### src/rtl/sfp_ctrl_pkg.sv
// ============================================================================
// Module   : sfp_ctrl_pkg
// Brief    : Shared FSM state encoding and default widths for sfp_ctrl.
// Revision : 1.0
// ============================================================================
`default_nettype none

package sfp_ctrl_pkg;

    localparam int c_bw      = 8;
    localparam int c_psum_bw = 16;
    localparam int c_addr_bw = 4;

    localparam int c_st_w = 3;
    localparam logic [c_st_w-1:0] c_st_idle    = 3'd0;
    localparam logic [c_st_w-1:0] c_st_run     = 3'd1;
    localparam logic [c_st_w-1:0] c_st_relu    = 3'd2;
    localparam logic [c_st_w-1:0] c_st_wait    = 3'd3;
    localparam logic [c_st_w-1:0] c_st_capture = 3'd4;

endpackage

`default_nettype wire

### src/rtl/sfp_ctrl.sv
// ============================================================================
// Module   : sfp_ctrl
// Brief    : Streams len words from memory into sfp (acc), applies one relu,
//            then captures the sfp result.
// Revision : 1.0
// ============================================================================
`default_nettype none

module sfp_ctrl
    import sfp_ctrl_pkg::*;
#(
    parameter int bw      = c_bw,
    parameter int psum_bw = c_psum_bw,
    parameter int addr_bw = c_addr_bw
) (
    input  logic               clk,
    input  logic               reset,
    input  logic               start,
    input  logic [addr_bw-1:0] len,
    input  logic [addr_bw-1:0] base_addr,
    input  logic [psum_bw-1:0] thres_cfg,
    output logic               mem_rd,
    output logic [addr_bw-1:0] mem_addr,
    input  logic [bw-1:0]      mem_rdata,
    output logic [bw-1:0]      sfp_in,
    output logic               sfp_acc,
    output logic               sfp_relu,
    output logic [psum_bw-1:0] sfp_thres,
    input  logic [psum_bw-1:0] sfp_out,
    output logic               busy,
    output logic               res_valid,
    output logic [psum_bw-1:0] res_data
);

    logic [c_st_w-1:0]  r_state, w_next_state;
    logic               w_accept;
    logic [addr_bw-1:0] r_len, r_base;
    logic [addr_bw:0]   r_cnt, w_cnt_inc, w_len_ext;

    logic               r_mem_rd, w_mem_rd;
    logic [addr_bw-1:0] r_mem_addr, w_mem_addr;
    logic               r_acc, w_acc;
    logic               r_relu, w_relu;
    logic [psum_bw-1:0] r_thres;
    logic               r_busy;
    logic               r_res_valid, w_res_valid;
    logic [psum_bw-1:0] r_res_data, w_res_data;

    assign w_accept  = (r_state == c_st_idle) && start && (len != '0);
    assign w_cnt_inc = r_cnt + 1'b1;
    assign w_len_ext = {1'b0, r_len};

    // State, counter, latched config and registered outputs
    always_ff @(posedge clk) begin
        if (reset) begin
            r_state     <= c_st_idle;
            r_len       <= '0;
            r_base      <= '0;
            r_cnt       <= '0;
            r_thres     <= '0;
            r_mem_rd    <= 1'b0;
            r_mem_addr  <= '0;
            r_acc       <= 1'b0;
            r_relu      <= 1'b0;
            r_busy      <= 1'b0;
            r_res_valid <= 1'b0;
            r_res_data  <= '0;
        end else begin
            r_state <= w_next_state;
            if (w_accept) begin
                r_len   <= len;
                r_base  <= base_addr;
                r_thres <= thres_cfg;
                r_cnt   <= '0;
            end else if (r_state == c_st_run) begin
                r_cnt <= w_cnt_inc;
            end
            r_mem_rd    <= w_mem_rd;
            r_mem_addr  <= w_mem_addr;
            r_acc       <= w_acc;
            r_relu      <= w_relu;
            r_busy      <= (w_next_state != c_st_idle);
            r_res_valid <= w_res_valid;
            r_res_data  <= w_res_data;
        end
    end

    // RUN spans len read cycles plus the trailing acc cycle of the last word
    always_comb begin
        w_next_state = r_state;
        case (r_state)
            c_st_idle:    if (w_accept) w_next_state = c_st_run;
            c_st_run:     if (r_cnt == w_len_ext) w_next_state = c_st_relu;
            c_st_relu:    w_next_state = c_st_wait;
            c_st_wait:    w_next_state = c_st_capture;
            c_st_capture: w_next_state = c_st_idle;
            default:      w_next_state = c_st_idle;
        endcase
    end

    // Next values of the registered outputs, one cycle ahead of the bus
    always_comb begin
        w_mem_rd    = 1'b0;
        w_mem_addr  = r_mem_addr;
        w_acc       = 1'b0;
        w_relu      = 1'b0;
        w_res_valid = 1'b0;
        w_res_data  = r_res_data;
        case (r_state)
            c_st_idle: begin
                if (w_accept) begin
                    w_mem_rd   = 1'b1;
                    w_mem_addr = base_addr;
                end
            end
            c_st_run: begin
                w_mem_rd   = (w_cnt_inc < w_len_ext);
                w_mem_addr = r_base + w_cnt_inc[addr_bw-1:0];
                w_acc      = (r_cnt < w_len_ext);
                w_relu     = (r_cnt == w_len_ext);
            end
            c_st_wait: begin
                w_res_valid = 1'b1;
                w_res_data  = sfp_out;
            end
            default: ;
        endcase
    end

    // Read data lands the cycle after the read; gate it so sfp_in is 0 off-window
    assign sfp_in    = r_acc ? mem_rdata : '0;
    assign mem_rd    = r_mem_rd;
    assign mem_addr  = r_mem_addr;
    assign sfp_acc   = r_acc;
    assign sfp_relu  = r_relu;
    assign sfp_thres = r_thres;
    assign busy      = r_busy;
    assign res_valid = r_res_valid;
    assign res_data  = r_res_data;

endmodule

`default_nettype wire

### config.mk
export PLATFORM = sky130hd
export DESIGN_NAME = sfp_ctrl
export DESIGN_NICKNAME = d
export VERILOG_FILES = /design/src/rtl/sfp_ctrl_pkg.sv /design/src/rtl/sfp_ctrl.sv
export SDC_FILE = /design/constraint.sdc
export NUM_CORES = 1
export LEC_CHECK = 0
export CAP_MARGIN = 20
export CORE_AREA = 2 2 83 85
export DETAILED_ROUTE_END_ITERATION = 8
export DIE_AREA = 0 0 85 87
export PLACE_DENSITY = 0.78
export SKIP_LAST_GASP = 1
export SLEW_MARGIN = 20
export SYNTH_ARGS = -nofsm -noshare
export SYNTH_HDL_FRONTEND = slang
export SYNTH_SLANG_ARGS = --single-unit
export TNS_END_PERCENT = 10
### constraint.sdc
create_clock -name clk -period 1.65 [get_ports clk]
set_input_delay 0.2475 -clock clk [delete_from_list [all_inputs] [get_ports clk]]
set_output_delay 0.2475 -clock clk [all_outputs]
set_load 0.01 [all_outputs]
* Yosys cells after proc, flatten, opt, wreduce, memory -nomap -nowiden
Index checks and enable logic that the tools add are counted.
** Cells by class
- Multiplexer cells :: 9
- Magnitude comparators :: 2
- Bitwise operators :: 1
- Add/subtract/negate cells :: 2
- Reduce and logical (&&, ||, !) cells :: 9
- Eq/ne operators :: 5
** Operators by type and width (number)
- $pmux W3 S4 :: 1
- $lt A5 B4 Y1 :: 2
- $mux W8 :: 1
- $pmux W4 S2 :: 1
- $eq A3 B2 Y1 const B :: 2
- $mux W3 :: 2
- $add A5 B1 Y5 const B :: 1
- $eq A5 B4 Y1 :: 1
- $add A4 B4 Y4 :: 1
- $mux W4 :: 1
- $reduce_bool A4 Y1 :: 1
- $reduce_or A2 Y1 :: 2
- $eq A3 B1 Y1 const B :: 1
- $logic_not A3 Y1 :: 1
- $reduce_bool A3 Y1 :: 1
- $logic_and A1 B1 Y1 :: 2
- $mux W1 :: 2
- $ne A2 B2 Y1 const B :: 1
- $pmux W1 S2 :: 1
- $reduce_and A2 Y1 :: 1
- $reduce_bool A2 Y1 :: 1
- $not A1 Y1 :: 1
** Storage, ports and cells
- Output and inout port bits :: 49
- Register bits :: 57
- Logic and storage cells :: 40
- Input bits :: 51

* Longest topological paths before layout
Gate-level depths: netlist (run 1).
- Depth in word-level cells :: 6
- Gate-level depth with buffers :: 7
- Mapped depth without buffers :: 7

* Worst setup path before layout (run 1)
No wires, ideal clock.
- Path type :: register -> register
- Start :: register r_cnt[0]
- End :: register r_mem_rd (netlist: mem_rd)
- Cell stages (with the launch flop) :: 8
- Arrival :: 1572 ps
- Setup slack :: 7 ps
- Cell sequence :: dfxtp_1 -> ha_1 -> ha_1 -> nor2b_1 -> o21a_1 -> o21ai_0 -> o211ai_1 -> a21oi_1
** Between the ends
- Longest elaborated chain between the ends :: 3
** Ends and longest elaborated chain
- start: declaration :: RTL line sfp_ctrl.sv:38 : logic [addr_bw:0] r_cnt, w_cnt_inc, w_len_ext;
- start signal: assignment :: RTL line sfp_ctrl.sv:76 : r_cnt <= w_cnt_inc;
- $add A5 B1 Y5 :: RTL line sfp_ctrl.sv:50 : assign w_cnt_inc = r_cnt + 1'b1;
- net w_cnt_inc[1] :: RTL line sfp_ctrl.sv:38
- $lt A5 B4 Y1 :: RTL line sfp_ctrl.sv:117 : w_mem_rd = (w_cnt_inc < w_len_ext);
- $pmux W1 S2 :: RTL line sfp_ctrl.sv:109 : case (r_state)
- end signal: assignment :: RTL line sfp_ctrl.sv:78 : r_mem_rd <= w_mem_rd;
- end: declaration :: RTL line sfp_ctrl.sv:40 : logic r_mem_rd, w_mem_rd;
The timed path passes the listed nets, and every way through them passes these cells.
A chain may end at the register's enable or synchronous reset.

* Worst setup path in the final report (run 1)
- Start :: register r_cnt[0]
- End :: register r_mem_addr[3] (netlist: mem_addr[3])
** Between the ends
- Longest elaborated chain between the ends :: 3
** Ends and longest elaborated chain
- $add A5 B1 Y5 :: RTL line sfp_ctrl.sv:50
- net w_cnt_inc[1] :: RTL line sfp_ctrl.sv:38
- $add A4 B4 Y4 :: RTL line sfp_ctrl.sv:118 : w_mem_addr = r_base + w_cnt_inc[addr_bw-1:0];
- $pmux W4 S2 :: RTL line sfp_ctrl.sv:109
- end signal: assignment :: RTL line sfp_ctrl.sv:79 : r_mem_addr <= w_mem_addr;
- end: declaration :: RTL line sfp_ctrl.sv:41 : logic [addr_bw-1:0] r_mem_addr, w_mem_addr;
The timed path passes the listed nets, and every way through them passes these cells.

==> metrics.md, run 1 <==
| Metric | Value |
|---|---|
| 1st-pass router iterations | `4` |
| Buffers added on ports | `99` |
| Via count | `2323` |
| FF-to-FF setup slack | `-7 ps` |
| Max-slew violations | `0` |
| Total core area | `0.00657 mm²` |
| Critical path required time | `1860 ps` |
| Worst R2R End | `mem_addr[3]` |
| Final total power | `3.94 mW` |
| Number of global-route vias before repair | `2317` |
| TritonCTS clock tree | `yes` |
| Part of the Yosys area used for sequential elements | `47.8%` |
| Final WS setup | `-7.36 ps` |
| Startpoint class of the critical path | `flip-flop` |
| DP Wirelength | `4640 µm` |
| Yosys reg bits | `57` |
| Crit path DAT | `1870 ps` |
| Die Y | `87 µm` |
| Slew @ Worst Pin | `443 ps` |
| Worst reg2reg path startpoint | `r_cnt[0]` |
| Via/cell ratio | `4.79` |
| Multi-input gate area | `0.00120 mm²` |
| Area leader, netlist | `dfxtp_1` |
| Clock Tree Buf Depth | `2` |
| TritonCTS Buffers | `9` |
| # fillers | `564` |
| Synth Net Count | `349` |
| Critical path class | `flip-flop to flip-flop` |
| Reg area | `0.00115 mm²` |
| Synth top area share | `47.8%` |
| Hold Path Origin | `reset` |
| Final #Nets | `464` |
| Worst Hold Class | `input port to flip-flop` |
| Die X | `85 µm` |
| Synth Instances | `285` |
| Global-route wire length before repair | `10300 µm` |
| Share of layout cells above drive strength 1 | `12.3%` |
| Status | `complete, but fails checks` |
| Ys Warns | `0` |
| Synthesized cell area | `0.00238 mm²` |
| Critical Path End Type | `flip-flop` |
| Worst Path Max Fanout | `4` |
| Crit-path max cell delay | `340 ps` |
| Row count | `30` |
| Slowest stage cell on the critical path | `dfxtp_2` |
| Die footprint | `0.00740 mm²` |
| Ant diodes | `0` |
| Post-CTS Setup Inserts | `0` |
| RSZ-0062 raised after global routing | `true` |
| Hold Slack | `296 ps` |
| Skew-Pair Late Insertion Delay | `320 ps` |
| DRC | `0` |
| Hold Buf Count CTS | `0` |
| Worst-path cell chain | `ha_4, ha_1, a21o_1, a21oi_1, a32o_1, nor3_2` |
| Top post-synthesis cells by area | `dfxtp_1 48%, nand2_1 14%, a21oi_1 9.2%` |
| CTS H-tree lvls | `3` |
| Worst Reg-to-Reg Cells | `6` |
| Root buffer cell | `clkbuf_8` |
| Drt initial violations | `86` |
| Grt ovf | `0` |
| All-Layer GR Usage | `17.4%` |
| Final setup fails | `1` |
| Io pins | `100` |
| Post-synthesis cell type count | `33` |
| Clock Pin Slew Worst Setup and Hold Paths | `70 ps` |
| GP Congestion | `0.796` |
| Hold endpoint | `r_len[3]` |
| Final Hold Fails | `0` |
| Routed len/inst | `12.7 µm` |
| Final Skew | `7.70 ps` |
| Worst Hold Depth | `2` |
| Avg Cell Area, Syn | `8.37 µm²` |
| Initial Util | `36.3%` |
| Max VDD drop | `679 µV` |
| Highest clock rate | `603 MHz` |
| Leak pwr | `1.48 nW` |
| Largest net degree at the start of global routing | `44` |
| Final period utilization | `100%` |
| MaxCap Viol Count | `0` |
| Clock Sinks | `57` |
| Antenna-violating nets left | `0` |
| Initial antenna violation count | `0` |
| Synthesis-to-finish area growth | `60.7%` |
| Failing checks | `setup timing` |
| Final min period | `1660 ps` |
| Pwr/cell area | `1030 mW/mm²` |
| Total wire length | `6170 µm` |
| Fin util | `58.3%` |
| Slew Limit Headroom | `70.4%` |
[synthesized netlist by cell type (all sizes together)]
cell,count
a21o,1
nand2,89
or4,1
a31oi,3
o211ai,1
clkbuf,9
o21a,1
buf,6
a32o,1
o41a,1
nand2b,2
dfxtp,57
nor2,8
ha,12
a211oi,3
and2,8
xor2,3
nor4b,1
o41ai,1
nand3,3
nor2b,5
or2,1
xnor2,5
a41oi,1
nor3,10
o21ai,2
mux2i,1
a21oi,44
fa,1
inv,4
[flip-flops by register name (all words and copies together) (netlist names)]
signal	flops
res_data	16
sfp_thres	16
r_cnt	5
mem_addr	4
r_base	4
r_len	4
r_state	3
busy	1
mem_rd	1
res_valid	1
sfp_acc	1
sfp_relu	1
[through the flow]
step | cell area, µm² | setup TNS, ps | cells | setup WS (ps)
after floorplan | 2380 | 0 | 285 | 7.33
after global placement | 3600 | -4420 | 469 | -182
after detailed placement | 3600 | -5400 | 469 | -210
after CTS | 3800 | -51.1 | 485 | -37.5
after global routing | 3830 | -158 | 485 | -50.9
final | 3830 | -7.36 | 485 | -7.36
[layout by cell type (no fill, tap or decap), types with 3 or more instances in the layout]
cell	n
clkdlybuf4s50_1	97
nand2_1	88
dfxtp_1	53
a21oi_1	44
buf_4	17
ha_1	10
nor3_1	9
clkbuf_8	9
and2_1	8
nor2_1	8
nor2b_1	5
inv_1	4
xnor2_1	4
clkinv_2	4
nand3_1	3
a31oi_1	3
buf_12	3
dfxtp_2	3
[area by class of cell]
type | count | area share (%)
multi-input cells | 209 | 31.5
repair buffers | 119 | 30.7
well taps | 80 | 2.61
inverters | 4 | 0.392
flip-flops and latches | 57 | 30.0
clock buffers | 10 | 3.33
clock inverters | 6 | 1.53
[power breakdown]
group          leakage (nW)  switching, mW  internal, mW
Sequential            0.467         0.0849          1.51
Clock                0.0998          0.540         0.689
Combinational         0.911          0.499         0.614
Total                  1.48           1.12          2.81
[worst max-delay path, delay by kind of cell, from the launching register on]
kind                       cells  cell delay, ps
AOI/OAI and AO/OA              3             640
adders and majority gates      2             530
DFF                            1             340
and+or+nand+nor                1              50
[logic make-up (layout without fill, tap and decap cells)]
kind of cell	Yosys count	after routing	synth area share, %
flip-flops	57	57	47.8
buffers and inverters	19	139	3.57
multiplexers	1	1	0.420
AND/OR/NAND/NOR	128	128	23.8
adder cells (fa/ha/maj)	13	13	7.14
XOR/XNOR	8	8	2.94
AO/OA/AOI/OAI	59	59	14.3
[worst max path at each step]
stage | startpoint | to | slack, ps
finish | r_cnt[0] | mem_addr[3] | -7
floorplan | r_cnt[0] | mem_rd | 7
CTS | r_cnt[0] | mem_addr[3] | -40
global placement | len[0] | mem_addr[0] | -180
global route | r_cnt[0] | mem_addr[3] | -50
detailed placement | len[0] | sfp_thres[15] | -210
[what timing repair did]
| item | CTS | global route |
|---|---|---|
| pin swaps | 0 | 1 |
| endpoints found under the setup margin | 10 | 12 |
| gates resized for setup | 2 | 10 |
| hold endpoints to repair | 0 | 0 |
[per-layer routing]
layer | vias up | global-route usage, % | share of wire [%]
met1 | 1055 | 18.5 | 39
met5 | - | 0 | 0
met4 | 0 | 6.06 | 1.3
li1 | 1177 | - | -
met2 | 84 | 32.0 | 52
met3 | 7 | 6.07 | 7.9
(Power assumes the default switching activity.)
==> run 2, diff against run 1 <==
--- a/config.mk
+++ b/config.mk
@@ -5,11 +5,12 @@
 export SDC_FILE = /design/constraint.sdc
 export NUM_CORES = 1
 export LEC_CHECK = 0
+export ABC_AREA = 0
 export CAP_MARGIN = 20
-export CORE_AREA = 2 2 83 85
+export CORE_AREA = 2 2 106 67
 export DETAILED_ROUTE_END_ITERATION = 8
-export DIE_AREA = 0 0 85 87
-export PLACE_DENSITY = 0.78
+export DIE_AREA = 0 0 108 69
+export PLACE_DENSITY = 0.79
 export SKIP_LAST_GASP = 1
 export SLEW_MARGIN = 20
 export SYNTH_ARGS = -nofsm -noshare
==> run 2 against run 1 <==
Net effect:
- the run now ends clean
- wire length increased by 7.5%
- utilization grew 0.63 points
- setup slack better by 18 ps
- first-iteration DRC count up 7.0%
- non-clock buffer count grew 3
- design area is 0.36% lower
- largest power group unchanged
- total power is 2.9% lower
- global-route usage increased by 0.34 points
==> metrics.md, run 2 (synthesis results as in run 1) <==
| Metric | Value |
|---|---|
| Status | `finished, final reports clean` |
| CTS H-tree lvls | `3 (unchanged)` |
| Buffers added on ports | `99 (unchanged)` |
| Reg area | `0.00114 mm² (-0.44%)` |
| Initial Util | `36.8% (+0.53 points)` |
| Die X | `108 µm (+27%)` |
| Max-slew violations | `0 (unchanged)` |
| Multi-input gate area | `0.00121 mm² (+0.31%)` |
| Final setup fails | `0 (-1)` |
| Grt ovf | `0 (unchanged)` |
| Fin util | `59.0% (+0.63 points)` |
| Via/cell ratio | `4.81 (+0.42%)` |
| Global-route wire length before repair | `10400 µm (+1.1%)` |
| Routed len/inst | `13.4 µm (+5.5%)` |
| Clock Pin Slew Worst Setup and Hold Paths | `60 ps (about the same)` |
| Share of layout cells above drive strength 1 | `12.5% (+0.19 points)` |
| Hold Path Origin | `reset` |
| RSZ-0062 raised after global routing | `true` |
| Startpoint class of the critical path | `flip-flop` |
| Number of global-route vias before repair | `2338 (+0.91%)` |
| Worst Path Max Fanout | `3 (-1)` |
| Critical path class | `flip-flop to flip-flop` |
| Slew @ Worst Pin | `336 ps (-107 ps)` |
| Via count | `2376 (+2.3%)` |
| Total core area | `0.00647 mm² (-1.4%)` |
| GP Congestion | `0.882 (+11%)` |
| Max VDD drop | `628 µV (-7.5%)` |
| Hold endpoint | `sfp_acc` |
| # fillers | `563 (-0.18%)` |
| Highest clock rate | `610 MHz (+1.1%)` |
| Worst reg2reg path startpoint | `r_cnt[1]` |
| Placed cell count | `479 (+2.1%)` |
| Initial antenna violation count | `0 (unchanged)` |
| MaxCap Viol Count | `0 (unchanged)` |
| Pwr/cell area | `1000 mW/mm² (-2.6%)` |
| Final total power | `3.82 mW (-2.9%)` |
| Clock Sinks | `57 (unchanged)` |
| Leak pwr | `1.48 nW (-0.15%)` |
| Critical Path End Type | `flip-flop` |
| Final min period | `1640 ps (-18.1 ps)` |
| Final Skew | `5.67 ps (-2.04 ps)` |
| Final Hold Fails | `0 (unchanged)` |
| 1st-pass router iterations | `6 (+2)` |
| DP Wirelength | `4860 µm (+4.9%)` |
| TritonCTS clock tree | `yes` |
| Largest net degree at the start of global routing | `31 (-30%)` |
| Die Y | `69 µm (-21%)` |
| Finished Layout Cells | `494 (+1.9%)` |
| Total wire length | `6630 µm (+7.5%)` |
| Root buffer cell | `clkbuf_8` |
| Critical path required time | `1840 ps (-20 ps)` |
| Worst Reg-to-Reg Cells | `6 (unchanged)` |
| Most frequent cells in the layout | `96 x clkdlybuf4s50_1, 88 x nand2_1, 55 x dfxtp_1, 43 x a21oi_1, 23 x buf_4` |
| Antenna-violating nets left | `0 (unchanged)` |
| Commonest non-fill, non-tap cell in the layout | `clkdlybuf4s50_1` |
| Synthesis-to-finish area growth | `60.1%` |
| All-Layer GR Usage | `17.8% (+0.34 points)` |
| Worst Hold Class | `input port to flip-flop` |
| Crit path DAT | `1830 ps (-40 ps)` |
| Row count | `23 (-23%)` |
| Finished Cell Area | `0.00382 mm² (-0.36%)` |
| DRC | `0 (unchanged)` |
| Worst R2R End | `mem_addr[3]` |
| Final #Nets | `467 (+0.65%)` |
| Die footprint | `0.00745 mm² (+0.77%)` |
| Worst Hold Depth | `3 (+1)` |
| Ant diodes | `0 (unchanged)` |
| Setup TNS | `0 ps (+7.36 ps)` |
| TritonCTS Buffers | `9 (unchanged)` |
| Slew Limit Headroom | `77.6% (+7.2 points)` |
| Final period utilization | `99.3% (-1.1 points)` |
| Clock Tree Buf Depth | `2 (unchanged)` |
| Hold Buf Count CTS | `0 (unchanged)` |
| Io pins | `100 (unchanged)` |
| Placed Area | `0.00359 mm² (-0.17%)` |
| FF-to-FF setup slack | `10 ps (+20 ps)` |
| Drt initial violations | `92 (+7.0%)` |
| Skew-Pair Late Insertion Delay | `320 ps (about the same)` |
run 2: cell types whose count changed in the layout (fill, tap and decap cells not counted), sizes merged:
| cell | before | now |
|---|---|---|
| clkinv | 5 | 1 |
| buf | 21 | 24 |
| clkbuf | 10 | 13 |
| bufinv | 1 | 0 |
| clkdlybuf4s50 | 97 | 96 |
| clkinvlp | 0 | 1 |
| dlygate4sd2 | 0 | 1 |
run 2: worst max-delay path: stages, from the launching register on:
cell and delay (ps):
dfxtp_1 390, ha_4 230, ha_1 270, a21o_1 180, a21oi_2 200, a32o_1 210
nor3_2 50
run 2: per-stage QoR:
step / setup WS (ps) / hold slack, ps
floorplan: 7.33 / 383
global route: -61.5 / 252
finish: 10.8 / 263
CTS: -12.4 / 224
global placement: -115 / 441
detailed placement: -153 / 446
run 2: what timing repair did:
item                       4_1_cts  5_1_grt
setup buffers                    0        0
resized for setup                4        7
pin swaps                        3        1
setup endpoints to repair       10       13
run 2: worst max path at each step:
stage | start | end | slack [ps]
after floorplan | r_cnt[0] | mem_rd | 7
after global placement | len[0] | mem_addr[0] | -110
after detailed placement | len[0] | r_base[3] | -150
after CTS | r_cnt[1] | mem_rd | -10
after global routing | r_cnt[1] | mem_addr[3] | -60
final | r_cnt[1] | mem_addr[3] | 10
run 2: area by class of cell:
| type | instances | share of cell area [%] |
|---|---|---|
| clock buffer | 13 | 4.42 |
| clock inverter | 2 | 0.328 |
| inverter | 4 | 0.393 |
| multi-input combinational | 209 | 31.7 |
| sequential | 57 | 30.0 |
| tap | 87 | 2.85 |
| timing repair buffer | 122 | 30.4 |
run 2: report_power, final:
group	total, mW	internal (mW)	switching (mW)
Clock	1.16	0.657	0.505
Sequential	1.60	1.51	0.0869
Combinational	1.06	0.563	0.499
Total	3.82	2.73	1.09
run 2: layer usage:
layer  global-route usage, %  vias to the layer above  part of all wire [%]
met4                    4.27                        0                  0.47
met3                    10.4                        2                    12
met1                    20.3                     1097                    43
met5                       0                        -                     0
li1                        -                     1182                     -
met2                    28.6                       95                    44
